===== src/rtl/hazard_unit.sv =====
// rtl/hazard_unit.sv - load-use stall, forwarding select and branch flush control for the pipelined MIPS core
//
// Purpose
//   Tracks register writes still in flight across PIPE_DEPTH post-decode stages
//   (0=EX, 1=MEM, 2=WB, ...). From that record it:
//     - stalls/bubbles ID on a load-use hazard,
//     - registers the EX operand forwarding selects,
//     - flushes younger instructions on a taken branch/jump.
//
// Optional feature
//   HAZARD_PERF_EN: when defined, adds saturating stall and flush event counters.
//   Otherwise stall_cnt_o and flush_cnt_o are tied to zero.
//
// Parameters
//   PIPE_DEPTH      post-ID stages tracked, >= 2
//   LOAD_FWD_STAGE  lowest stage whose output carries load data, 1..PIPE_DEPTH-1
//   BRANCH_STAGE    stage in which branch_taken_i is resolved, 0..PIPE_DEPTH-2
//   SEL_W           forwarding select width (derived)
//
// Ports
//   clk_i, arst_ni            clock, asynchronous active-low reset
//   enable_i                  core enable; 0 freezes all state
//   id_valid_i                ID holds a real instruction
//   id_rs_i, id_rt_i          ID source registers
//   id_uses_rs_i/rt_i         source operand actually read
//   id_reg_write_i            ID instruction writes a register
//   id_mem_read_i             ID instruction is a load
//   id_waddr_i                ID destination register
//   branch_taken_i            redirect from stage BRANCH_STAGE
//   stall_o, bubble_o         hold PC/IF-ID, insert NOP into ID/EX
//   flush_o                   clear pipe registers upstream of BRANCH_STAGE+1
//   fwd_sel_a_o, fwd_sel_b_o  EX operand source: 0=regfile, k=stage k output
//   stall_cnt_o, flush_cnt_o  event counters
module hazard_unit #(
    parameter int PIPE_DEPTH     = 3,
    parameter int LOAD_FWD_STAGE = 2,
    parameter int BRANCH_STAGE   = 1,
    localparam int SEL_W         = $clog2(PIPE_DEPTH)
) (
    input  logic             clk_i,
    input  logic             arst_ni,
    input  logic             enable_i,
    input  logic             id_valid_i,
    input  logic [4:0]       id_rs_i,
    input  logic [4:0]       id_rt_i,
    input  logic             id_uses_rs_i,
    input  logic             id_uses_rt_i,
    input  logic             id_reg_write_i,
    input  logic             id_mem_read_i,
    input  logic [4:0]       id_waddr_i,
    input  logic             branch_taken_i,
    output logic             stall_o,
    output logic             bubble_o,
    output logic             flush_o,
    output logic [SEL_W-1:0] fwd_sel_a_o,
    output logic [SEL_W-1:0] fwd_sel_b_o,
    output logic [31:0]      stall_cnt_o,
    output logic [31:0]      flush_cnt_o
);

    // One entry per post-ID stage; index 0 is the instruction currently in EX.
    logic [PIPE_DEPTH-1:0] ent_valid_q, ent_valid_d;
    logic [PIPE_DEPTH-1:0] ent_wr_q,    ent_wr_d;
    logic [PIPE_DEPTH-1:0] ent_load_q,  ent_load_d;
    logic [4:0]            ent_waddr_q [PIPE_DEPTH];
    logic [4:0]            ent_waddr_d [PIPE_DEPTH];

    logic [SEL_W-1:0]      sel_a_q, sel_a_d;
    logic [SEL_W-1:0]      sel_b_q, sel_b_d;

    logic [PIPE_DEPTH-1:0] match_rs;
    logic [PIPE_DEPTH-1:0] match_rt;
    logic                  load_use;
    logic [SEL_W-1:0]      cand_a;
    logic [SEL_W-1:0]      cand_b;

    // Producer matching; r0 and unused operands never match.
    always_comb begin
        match_rs = '0;
        match_rt = '0;
        for (int j = 0; j < PIPE_DEPTH; j++) begin
            match_rs[j] = ent_valid_q[j] & ent_wr_q[j] & (ent_waddr_q[j] == id_rs_i)
                          & (id_rs_i != 5'd0) & id_uses_rs_i;
            match_rt[j] = ent_valid_q[j] & ent_wr_q[j] & (ent_waddr_q[j] == id_rt_i)
                          & (id_rt_i != 5'd0) & id_uses_rt_i;
        end
    end

    // A load at entry j reaches stage j+1 when the consumer is in EX; if that stage
    // is still upstream of where load data appears, the consumer must wait.
    always_comb begin
        load_use = 1'b0;
        for (int j = 0; j < PIPE_DEPTH; j++) begin
            if ((match_rs[j] | match_rt[j]) & ent_load_q[j] & (j + 1 < LOAD_FWD_STAGE)) begin
                load_use = 1'b1;
            end
        end
    end

    assign flush_o  = branch_taken_i & enable_i;
    assign stall_o  = load_use & id_valid_i & ~flush_o;
    assign bubble_o = stall_o;

    // Youngest producer wins: scan oldest to youngest so the lowest j is written last.
    // The last stage is excluded because the regfile writes through on same-cycle reads.
    always_comb begin
        cand_a = '0;
        cand_b = '0;
        for (int j = PIPE_DEPTH - 2; j >= 0; j--) begin
            if (match_rs[j]) begin
                cand_a = SEL_W'(j + 1);
            end
            if (match_rt[j]) begin
                cand_b = SEL_W'(j + 1);
            end
        end
    end

    always_comb begin
        sel_a_d = cand_a;
        sel_b_d = cand_b;
        if (!id_valid_i || stall_o || flush_o) begin
            sel_a_d = '0;
            sel_b_d = '0;
        end
    end

    // Shift the tracker; a flush kills everything younger than the branch stage.
    always_comb begin
        ent_valid_d    = '0;
        ent_wr_d       = '0;
        ent_load_d     = '0;
        for (int j = 0; j < PIPE_DEPTH; j++) begin
            ent_waddr_d[j] = 5'd0;
        end
        ent_valid_d[0]    = id_valid_i & ~stall_o & ~flush_o;
        ent_wr_d[0]       = id_reg_write_i;
        ent_load_d[0]     = id_mem_read_i;
        ent_waddr_d[0]    = id_waddr_i;
        for (int j = 1; j < PIPE_DEPTH; j++) begin
            ent_valid_d[j] = ent_valid_q[j-1] & ~(flush_o & (j - 1 < BRANCH_STAGE));
            ent_wr_d[j]    = ent_wr_q[j-1];
            ent_load_d[j]  = ent_load_q[j-1];
            ent_waddr_d[j] = ent_waddr_q[j-1];
        end
    end

    always_ff @(posedge clk_i or negedge arst_ni) begin
        if (!arst_ni) begin
            ent_valid_q <= '0;
            ent_wr_q    <= '0;
            ent_load_q  <= '0;
            for (int j = 0; j < PIPE_DEPTH; j++) begin
                ent_waddr_q[j] <= 5'd0;
            end
            sel_a_q <= '0;
            sel_b_q <= '0;
        end else if (enable_i) begin
            ent_valid_q <= ent_valid_d;
            ent_wr_q    <= ent_wr_d;
            ent_load_q  <= ent_load_d;
            for (int j = 0; j < PIPE_DEPTH; j++) begin
                ent_waddr_q[j] <= ent_waddr_d[j];
            end
            sel_a_q <= sel_a_d;
            sel_b_q <= sel_b_d;
        end
    end

    assign fwd_sel_a_o = sel_a_q;
    assign fwd_sel_b_o = sel_b_q;

`ifdef HAZARD_PERF_EN
    logic [31:0] stall_cnt_q, stall_cnt_d;
    logic [31:0] flush_cnt_q, flush_cnt_d;

    always_comb begin
        stall_cnt_d = stall_cnt_q;
        flush_cnt_d = flush_cnt_q;
        if (stall_o && stall_cnt_q != 32'hFFFF_FFFF) begin
            stall_cnt_d = stall_cnt_q + 32'd1;
        end
        if (flush_o && flush_cnt_q != 32'hFFFF_FFFF) begin
            flush_cnt_d = flush_cnt_q + 32'd1;
        end
    end

    always_ff @(posedge clk_i or negedge arst_ni) begin
        if (!arst_ni) begin
            stall_cnt_q <= 32'd0;
            flush_cnt_q <= 32'd0;
        end else if (enable_i) begin
            stall_cnt_q <= stall_cnt_d;
            flush_cnt_q <= flush_cnt_d;
        end
    end

    assign stall_cnt_o = stall_cnt_q;
    assign flush_cnt_o = flush_cnt_q;
`else
    assign stall_cnt_o = 32'h0;
    assign flush_cnt_o = 32'h0;
`endif

endmodule


===== config.mk =====
export PLATFORM = sky130hd
export DESIGN_NAME = hazard_unit
export DESIGN_NICKNAME = d
export VERILOG_FILES = /design/src/rtl/hazard_unit.sv
export SDC_FILE = /design/constraint.sdc
export NUM_CORES = 1
export LEC_CHECK = 0
export CAP_MARGIN = 10
export CORE_MARGIN = 1.5
export CORE_UTILIZATION = 30
export CTS_BUF_LIST = sky130_fd_sc_hd__clkbuf_4 sky130_fd_sc_hd__clkbuf_8
export CTS_CLUSTER_SIZE = 16
export DETAILED_ROUTE_END_ITERATION = 12
export PLACE_DENSITY = 0.67
export SKIP_CTS_REPAIR_TIMING = 1
export SLEW_MARGIN = 30
export SYNTH_ARGS = -nofsm -noshare
export SYNTH_HDL_FRONTEND = slang
export SYNTH_SLANG_ARGS = --single-unit

===== constraint.sdc =====
create_clock -name clk_i -period 3.3 [get_ports clk_i]
set_input_delay 0.33 -clock clk_i [delete_from_list [all_inputs] [get_ports clk_i]]
set_output_delay 0.33 -clock clk_i [all_outputs]
set_load 0.02 [all_outputs]

## Word-level counts from Yosys, hierarchy flattened

Index checks and enable logic that the tools add are counted.
W data, S select, Z words.

- Bits in registers: 19
- Bits in latches: 0
- RAM bits: 0
- Bits in read-only memories: 0
- Bits of input ports: 24
- Output and inout bits: 71
- Word-level logic and storage cells: 47
- Memories: 0

- $add $sub $neg: 0
- Multiply operators: 0
- Div/mod/pow operators: 0
- Magnitude comparators: 0
- Eq/ne operators: 4
- Shifts and indexed selects: 0
- Multiplexer cells: 7
- Bitwise logic cells: 24
- Reduce and logical (&&, ||, !) cells: 5

Operator list:

| kind | count |
|---|---|
| $and A1 B1 Y1 | 21 |
| $eq A5 B5 Y1 | 4 |
| $mux W2 | 6 |
| $reduce_bool A5 Y1 | 2 |
| $logic_or A1 B1 Y1 | 2 |
| $not A1 Y1 | 2 |
| $logic_not A1 Y1 | 1 |
| $mux W1 | 1 |
| $or A1 B1 Y1 | 1 |

## Depth between registers and ports, before layout

Gate-level depths: netlist (run 1).

- Depth after elaboration: 12
- Depth in mapped cells: 6
- Gate-level depth less buffers: 5

## Worst setup path before layout (run 1)

Ideal clock, no wire load.

- Path type: register to output
- Start point: register ent_waddr_q, in the netlist ent_waddr_d[8]
- End point: output port stall_o
- Arrival: 1723 ps
- Required time: 2970 ps
- Slack: 1247 ps
- Stages on the path, launching flop included: 6
- Path buffers: 1
- Path through: dfrtp_1 xor2_1 or4_4 a21oi_2 and3b_1 buf_4

- Cells in the longest elaborated chain, start to end: 9
- Elaborated cells on any way between the ends: 13
- Classes of those cells: eq/ne (2); mux (1); bitwise (10)

RTL lines:

| item | RTL line | text |
|---|---|---|
| start: declaration | 65 | `logic [4:0] ent_waddr_q [PIPE_DEPTH];` |
| start signal: indexed assignment | 163 | `ent_waddr_q[j] <= ent_waddr_d[j];` |
| $eq A5 B5 Y1, on equally long branches | 82, 84 |  |
| $and A1 B1 Y1, on equally long branches | 82, 84 |  |
| $and A1 B1 Y1, on equally long branches (2 in series) | 83, 85 |  |
| $or A1 B1 Y1 * | 94 | `if ((match_rs[j] \| match_rt[j]) & ent_load_q[j] & (j + 1 < LOAD_FWD_STAGE)) begin` |
| $and A1 B1 Y1 * | 94 |  |
| $mux W1 * | 94 |  |
| $and A1 B1 Y1 * (2 in series) | 101 | `assign stall_o = load_use & id_valid_i & ~flush_o;` |
| end: declaration | 52 | `output logic stall_o,` |

Every way passes the cells marked *; elsewhere a longest branch is shown, timed or not.

## Worst setup path in the final report (run 1)

- Start point: input port id_rs_i[4]
- End point: output port stall_o

- Cells in the longest elaborated chain, start to end: 9
- Elaborated cells on any way between the ends: 10
- Classes of those cells: eq/ne (1); mux (1); bitwise (7); reduce/logical (1)

RTL lines:

| item | RTL line | text |
|---|---|---|
| start: declaration | 44 | `input logic [4:0] id_rs_i,` |
| $eq A5 B5 Y1 | 82 | `match_rs[j] = ent_valid_q[j] & ent_wr_q[j] & (ent_waddr_q[j] == id_rs_i)` |
| $and A1 B1 Y1 | 82 |  |
| $and A1 B1 Y1 * (2 in series) | 83 | `& (id_rs_i != 5'd0) & id_uses_rs_i;` |
| $or A1 B1 Y1 * | 94 |  |
| $and A1 B1 Y1 * | 94 |  |
| $mux W1 * | 94 |  |
| $and A1 B1 Y1 * (2 in series) | 101 |  |

Marked as above.

==> results_dict.tcl, run 1 <==
set metrics [dict create \
    antenna_found_initial 0 \
    initial_utilization 0.320 \
    dp.cells 255 \
    antenna_cells 0 \
    cts_buffers 3 \
    vias 948 \
    wire_per_inst_um 8.72 \
    cp_common_cell "clkdlybuf4s50_1" \
    drt_iter0_drc 6 \
    grt-ovfl-total 0 \
    p_switching_uw 204 \
    path_clk_slew_ps 70 \
    max_stage_delay_ps 600 \
    status "finished, final reports clean" \
    period_minus_slack_ps 2940 \
    slew_viol_final 0 \
    ys_seq_area_frac 0.307 \
    p_clk_frac 0.256 \
    leakagePower_uw 0.000743 \
    grt_usage 0.0845 \
    grt_first_pass_wirelength_um 3610 \
    routed_wirelength_um 2260 \
    synth_area_mm2 0.00155 \
    worst_r2r_startpoint "ent_waddr_d[7]" \
    peakVddDrop_mv 0.278 \
    end_kind "output pin" \
    critical_path_class "in -> out" \
    core-area_mm2 0.00485 \
    fmax_mhz 340 \
    max-clock-path-buffers 2 \
    place_ws_ps 341 \
    clock_latency_ps 260 \
    via_per_inst 3.66 \
    ys_seq_elements 19 \
    swShare 0.331 \
    root_buffer "clkbuf_8" \
    cp_slowest_cell "clkdlybuf4s50_1" \
    grt_max_degree 23 \
    area_growth_pct 11.5 \
    slew_headroom 0.442 \
    power_density_mw_per_mm2 357 \
    period_share 0.892 \
    final_cell_mix "64 x conb_1, 30 x clkdlybuf4s50_1, 19 x dfrtp_1, 16 x xnor2_1, 13 x mux2_2" \
    die_area_mm2 0.00561 \
    required_ps 2970 \
    first_pass_iters 4 \
    ios 95 \
    path_max_fanout 4 \
    fillCellCount 492 \
    htreeDepth 1 \
    drc 0 \
    start_kind "input pin" \
    rsz0062_at_grt "no" \
    setup_ws_ps 355 \
    fin_cells 259 \
    synth_warnings 0 \
    ant_nets 0 \
    skew_ps 4.65 \
    crit_buf_inv 2 \
    portBuffers 30 \
    fp-row-count 25 \
    intPower_uw 413 \
    synthCells 161 \
    critPathTopFamily "buffers and inverters" \
    dieWidth_um 74.9 \
    critPathLaunch "id_rs_i[4]" \
    nNetsFinal 217 \
    hpwl_um 1930 \
    pwr-share-comb 0.295 \
    hold_viol 0 \
    p_seq_frac 0.449 \
    multi_input_area_um2 800 \
    synthDistinctLibCells 28 \
    grt_pass1_vias 821 \
    cts_sinks 19 \
    setup_tns_ps 0 \
    chipHeight_um 74.9 \
    mostFrequentLayoutCell "conb_1" \
    hp-class "reg -> reg" \
    synth.avg_cell_area_um2 9.63 \
    layout-drive-gt1-share 0.130 \
    crit_path_cell_trace "clkdlybuf4s50_1, or4_1, o21ai_2, or4_4, a21oi_2, and3b_1, clkdlybuf4s50_1" \
    finalSetupViolations 0 \
    max-cap-violations 0 \
    worst_slew_pin_slew_ps 834 \
    regArea_um2 475 \
    cp.arrival_ps 2610 \
    hp-start "ent_wr_q[1]" \
    cts_tree "done" \
    place.gp.congestion 0.868 \
]
==> registers in the layout, indices dropped and copies added (netlist names) <==
name and flops:
ent_waddr_d 10, ent_valid_q 2, ent_wr_q 2, fwd_sel_a_o 2, fwd_sel_b_o 2, ent_load_q 1
==> final cells by class <==
class / count / area share
clock buffer: 3 / 0.0239
clock inverter: 1 / 0.00290
inverter: 4 / 0.00869
multi-input combinational: 134 / 0.463
sequential: 19 / 0.275
tap: 67 / 0.0485
timing repair buffer: 31 / 0.178
==> synthesized netlist by cell type <==
cell type  count  area (um2)
a21oi_2        1        8.76
a41oi_1        1        8.76
and2_1         1        6.26
and3b_1        1        8.76
buf_1          1        3.75
buf_2          1        5.00
buf_4         65         488
conb_1         1        3.75
dfrtp_1       19         475
inv_1          4        15.0
mux2_2        13         146
nand2_1        4        15.0
nand3_1        4        20.0
nand3b_1       1        7.51
nand4_1        1        6.26
nor2_1         3        11.3
nor2b_1        2        12.5
nor3_1         4        20.0
nor4_1         1        6.26
o21ai_2        1        8.76
o22ai_1        4        25.0
o32ai_2        1        16.3
or2_2          2        12.5
or3_1          1        6.26
or4_1          2        15.0
or4_4          2        22.5
xnor2_1       16         140
xor2_1         4        35.0
==> logic make-up after synthesis <==
logic type,share of synthesized area
buffers and inverters,0.330
AND/OR/NAND/NOR,0.110
XOR/XNOR,0.113
flip-flops,0.307
multiplexers,0.0944
AO/OA/AOI/OAI,0.0436
other,0.00242
==> per-stage QoR <==
step	hold WS, ps	utilization	instance area [um2]	total power (uW)
after floorplan	34.4	-	1790	468
after global placement	496	0.347	1680	462
after detailed placement	496	0.347	1680	463
after CTS	513	0.356	1730	624
after global routing	542	0.356	1730	658
final	510	0.356	1730	617
==> worst reg2reg max path: cells and delay by family (launching register included) <==
kind                      cells  cell delay (ps)
xor gates and xnor gates      1              180
and+or+nand+nor               3              630
AOI/OAI and AO/OA             1              270
DFF                           1              420
==> routing by layer <==
| layer | GRT usage | share of wire | vias up |
|---|---|---|---|
| met5 | 0 | 0 | - |
| met4 | 0.0364 | 0.013 | 0 |
| met3 | 0.0120 | 0.080 | 2 |
| met2 | 0.145 | 0.52 | 59 |
| met1 | 0.106 | 0.39 | 421 |
| li1 | - | - | 466 |
==> power by group through the flow <==
stage	Combinational [uW]	Sequential (uW)	Clock (uW)
3_5_place_dp	181	282	0
5_1_grt	200	280	177
2_1_floorplan	192	277	0
6_report	182	277	158
3_3_place_gp	180	282	0
4_1_cts	182	277	165
==> path summary, 6_finish.rpt <==
| check | end | slack (ps) | depth (start not counted) |
|---|---|---|---|
| setup / recovery | stall_o | 360 | 7 |
| max in group asynchronous | ent_waddr_d[5] | 2230 | 1 |
| hold / removal | ent_wr_q[1] | 510 | 1 |
| setup reg to reg | fwd_sel_b_o[1] | 1680 | 5 |
| hold reg to reg | ent_wr_q[1] | 510 | 1 |
| min in group asynchronous | ent_wr_q[0] | 550 | 1 |
Power figures use the tool's default switching activity.
==> inputs of run 2 (changes only) <==
--- a/config.mk
+++ b/config.mk
@@ -6,6 +6,7 @@
 export NUM_CORES = 1
 export LEC_CHECK = 0
 export CAP_MARGIN = 10
+export CORE_ASPECT_RATIO = 1.25
 export CORE_MARGIN = 1.5
 export CORE_UTILIZATION = 30
 export CTS_BUF_LIST = sky130_fd_sc_hd__clkbuf_4 sky130_fd_sc_hd__clkbuf_8
==> results_dict.tcl, run 2 (same netlist as run 1, synthesis figures left out) <==
set metrics [dict create \
    status "finished, final reports clean" \
    ios 95 \
    dp.cells 250 \
    mostFrequentLayoutCell "conb_1" \
    initial_utilization 0.307 \
    setup_ws_ps 335 \
    cp.arrival_ps 2630 \
    slew_viol_final 0 \
    cts_buffers 3 \
    portBuffers 30 \
    routed_wirelength_um 2500 \
    antenna_cells 0 \
    first_pass_iters 4 \
    setup_tns_ps 0 \
    drt_iter0_drc 12 \
    peakVddDrop_mv 0.231 \
    root_buffer "clkbuf_8" \
    max-cap-violations 0 \
    cts_sinks 19 \
    clock_latency_ps 260 \
    area_growth_pct 11.1 \
    grt_usage 0.0939 \
    fin_cells 254 \
    grt_pass1_vias 878 \
    power_density_mw_per_mm2 360 \
    grt-ovfl-total 0 \
    skew_ps 3.86 \
    period_minus_slack_ps 2960 \
    final_cell_mix "64 x conb_1, 30 x clkdlybuf4s50_1, 19 x dfrtp_1, 16 x xnor2_1, 13 x mux2_2" \
    largest_register_ffs 10 \
    via_per_inst 3.92 \
    required_ps 2970 \
    grt_first_pass_wirelength_um 4080 \
    path_max_fanout 4 \
    layout-drive-gt1-share 0.130 \
    hold_viol 0 \
    cts_tree "done" \
    antenna_found_initial 0 \
    core-area_mm2 0.00504 \
    nNetsFinal 217 \
    wire_per_inst_um 9.86 \
    die_area_mm2 0.00561 \
    finalSetupViolations 0 \
    fmax_mhz 337 \
    critical_path_class "in -> out" \
    path_clk_slew_ps 70 \
    vias 995 \
    max-clock-path-buffers 2 \
    period_share 0.898 \
    ant_nets 0 \
    fp-row-count 29 \
    worst_slew_pin_slew_ps 839 \
    chipHeight_um 83.4 \
    hpwl_um 2120 \
    start_kind "input pin" \
    place_ws_ps 312 \
    power_uw 620 \
    end_kind "output pin" \
    drc 0 \
    hp-class "reg -> reg" \
    dieWidth_um 67.3 \
    grt_max_degree 21 \
    place.gp.congestion 0.851 \
    htreeDepth 1 \
    slew_headroom 0.439 \
    leakagePower_uw 0.000743 \
    rsz0062_at_grt "no" \
    final_core_util 0.341 \
]
==> run 2: critical path: stages <==
cell             delay [ps]
clkdlybuf4s50_1         540
or4_1                   150
o21ai_2                  60
or4_4                   580
a21oi_2                 170
and3b_1                 190
clkdlybuf4s50_1         610
==> run 2: final timing paths <==
check                                from        endpoint  slack (ps)  depth (start not counted)
setup / recovery               id_rs_i[3]         stall_o         340                          7
hold / removal                ent_wr_q[1]     ent_wr_q[1]         510                          1
setup reg to reg           ent_waddr_d[7]  fwd_sel_b_o[1]        1660                          5
hold reg to reg               ent_wr_q[1]     ent_wr_q[1]         510                          1
max in group asynchronous         arst_ni  fwd_sel_b_o[1]        2230                          1
min in group asynchronous         arst_ni  ent_waddr_d[6]         550                          1
==> run 2: final cells by class <==
| type | instances | area (um2) |
|---|---|---|
| Inverter | 4 | 15.0 |
| Sequential cell | 19 | 475 |
| Multi-Input combinational cell | 134 | 800 |
| Clock inverter | 1 | 5.00 |
| Tap cell | 62 | 77.6 |
| Fill cell | 529 | 3320 |
| Clock buffer | 3 | 41.3 |
| Timing Repair Buffer | 31 | 308 |
==> run 2: report_power, final <==
part	leakage (uW)	switching, uW	internal (uW)	total (uW)
clock network	0.0000255	75.3	84.0	159
logic	0.000483	108	74.2	183
registers	0.000235	24.1	254	279
total	0.000743	208	413	620
==> run 2: per-stage QoR <==
| step | area [um2] | hold slack (ps) |
|---|---|---|
| after CTS | 1720 | 513 |
| after floorplan | 1790 | 34.4 |
| after global placement | 1680 | 492 |
| final | 1720 | 508 |
| after global routing | 1720 | 520 |
| after detailed placement | 1680 | 495 |
==> run 2: per-layer routing <==
metal  global-route usage  up-vias  share of wire
met5                    0        -              0
met4               0.0408        0          0.023
met3               0.0136        5          0.075
met2                0.158       72           0.51
met1                0.116      455           0.39
li1                     -      463              -
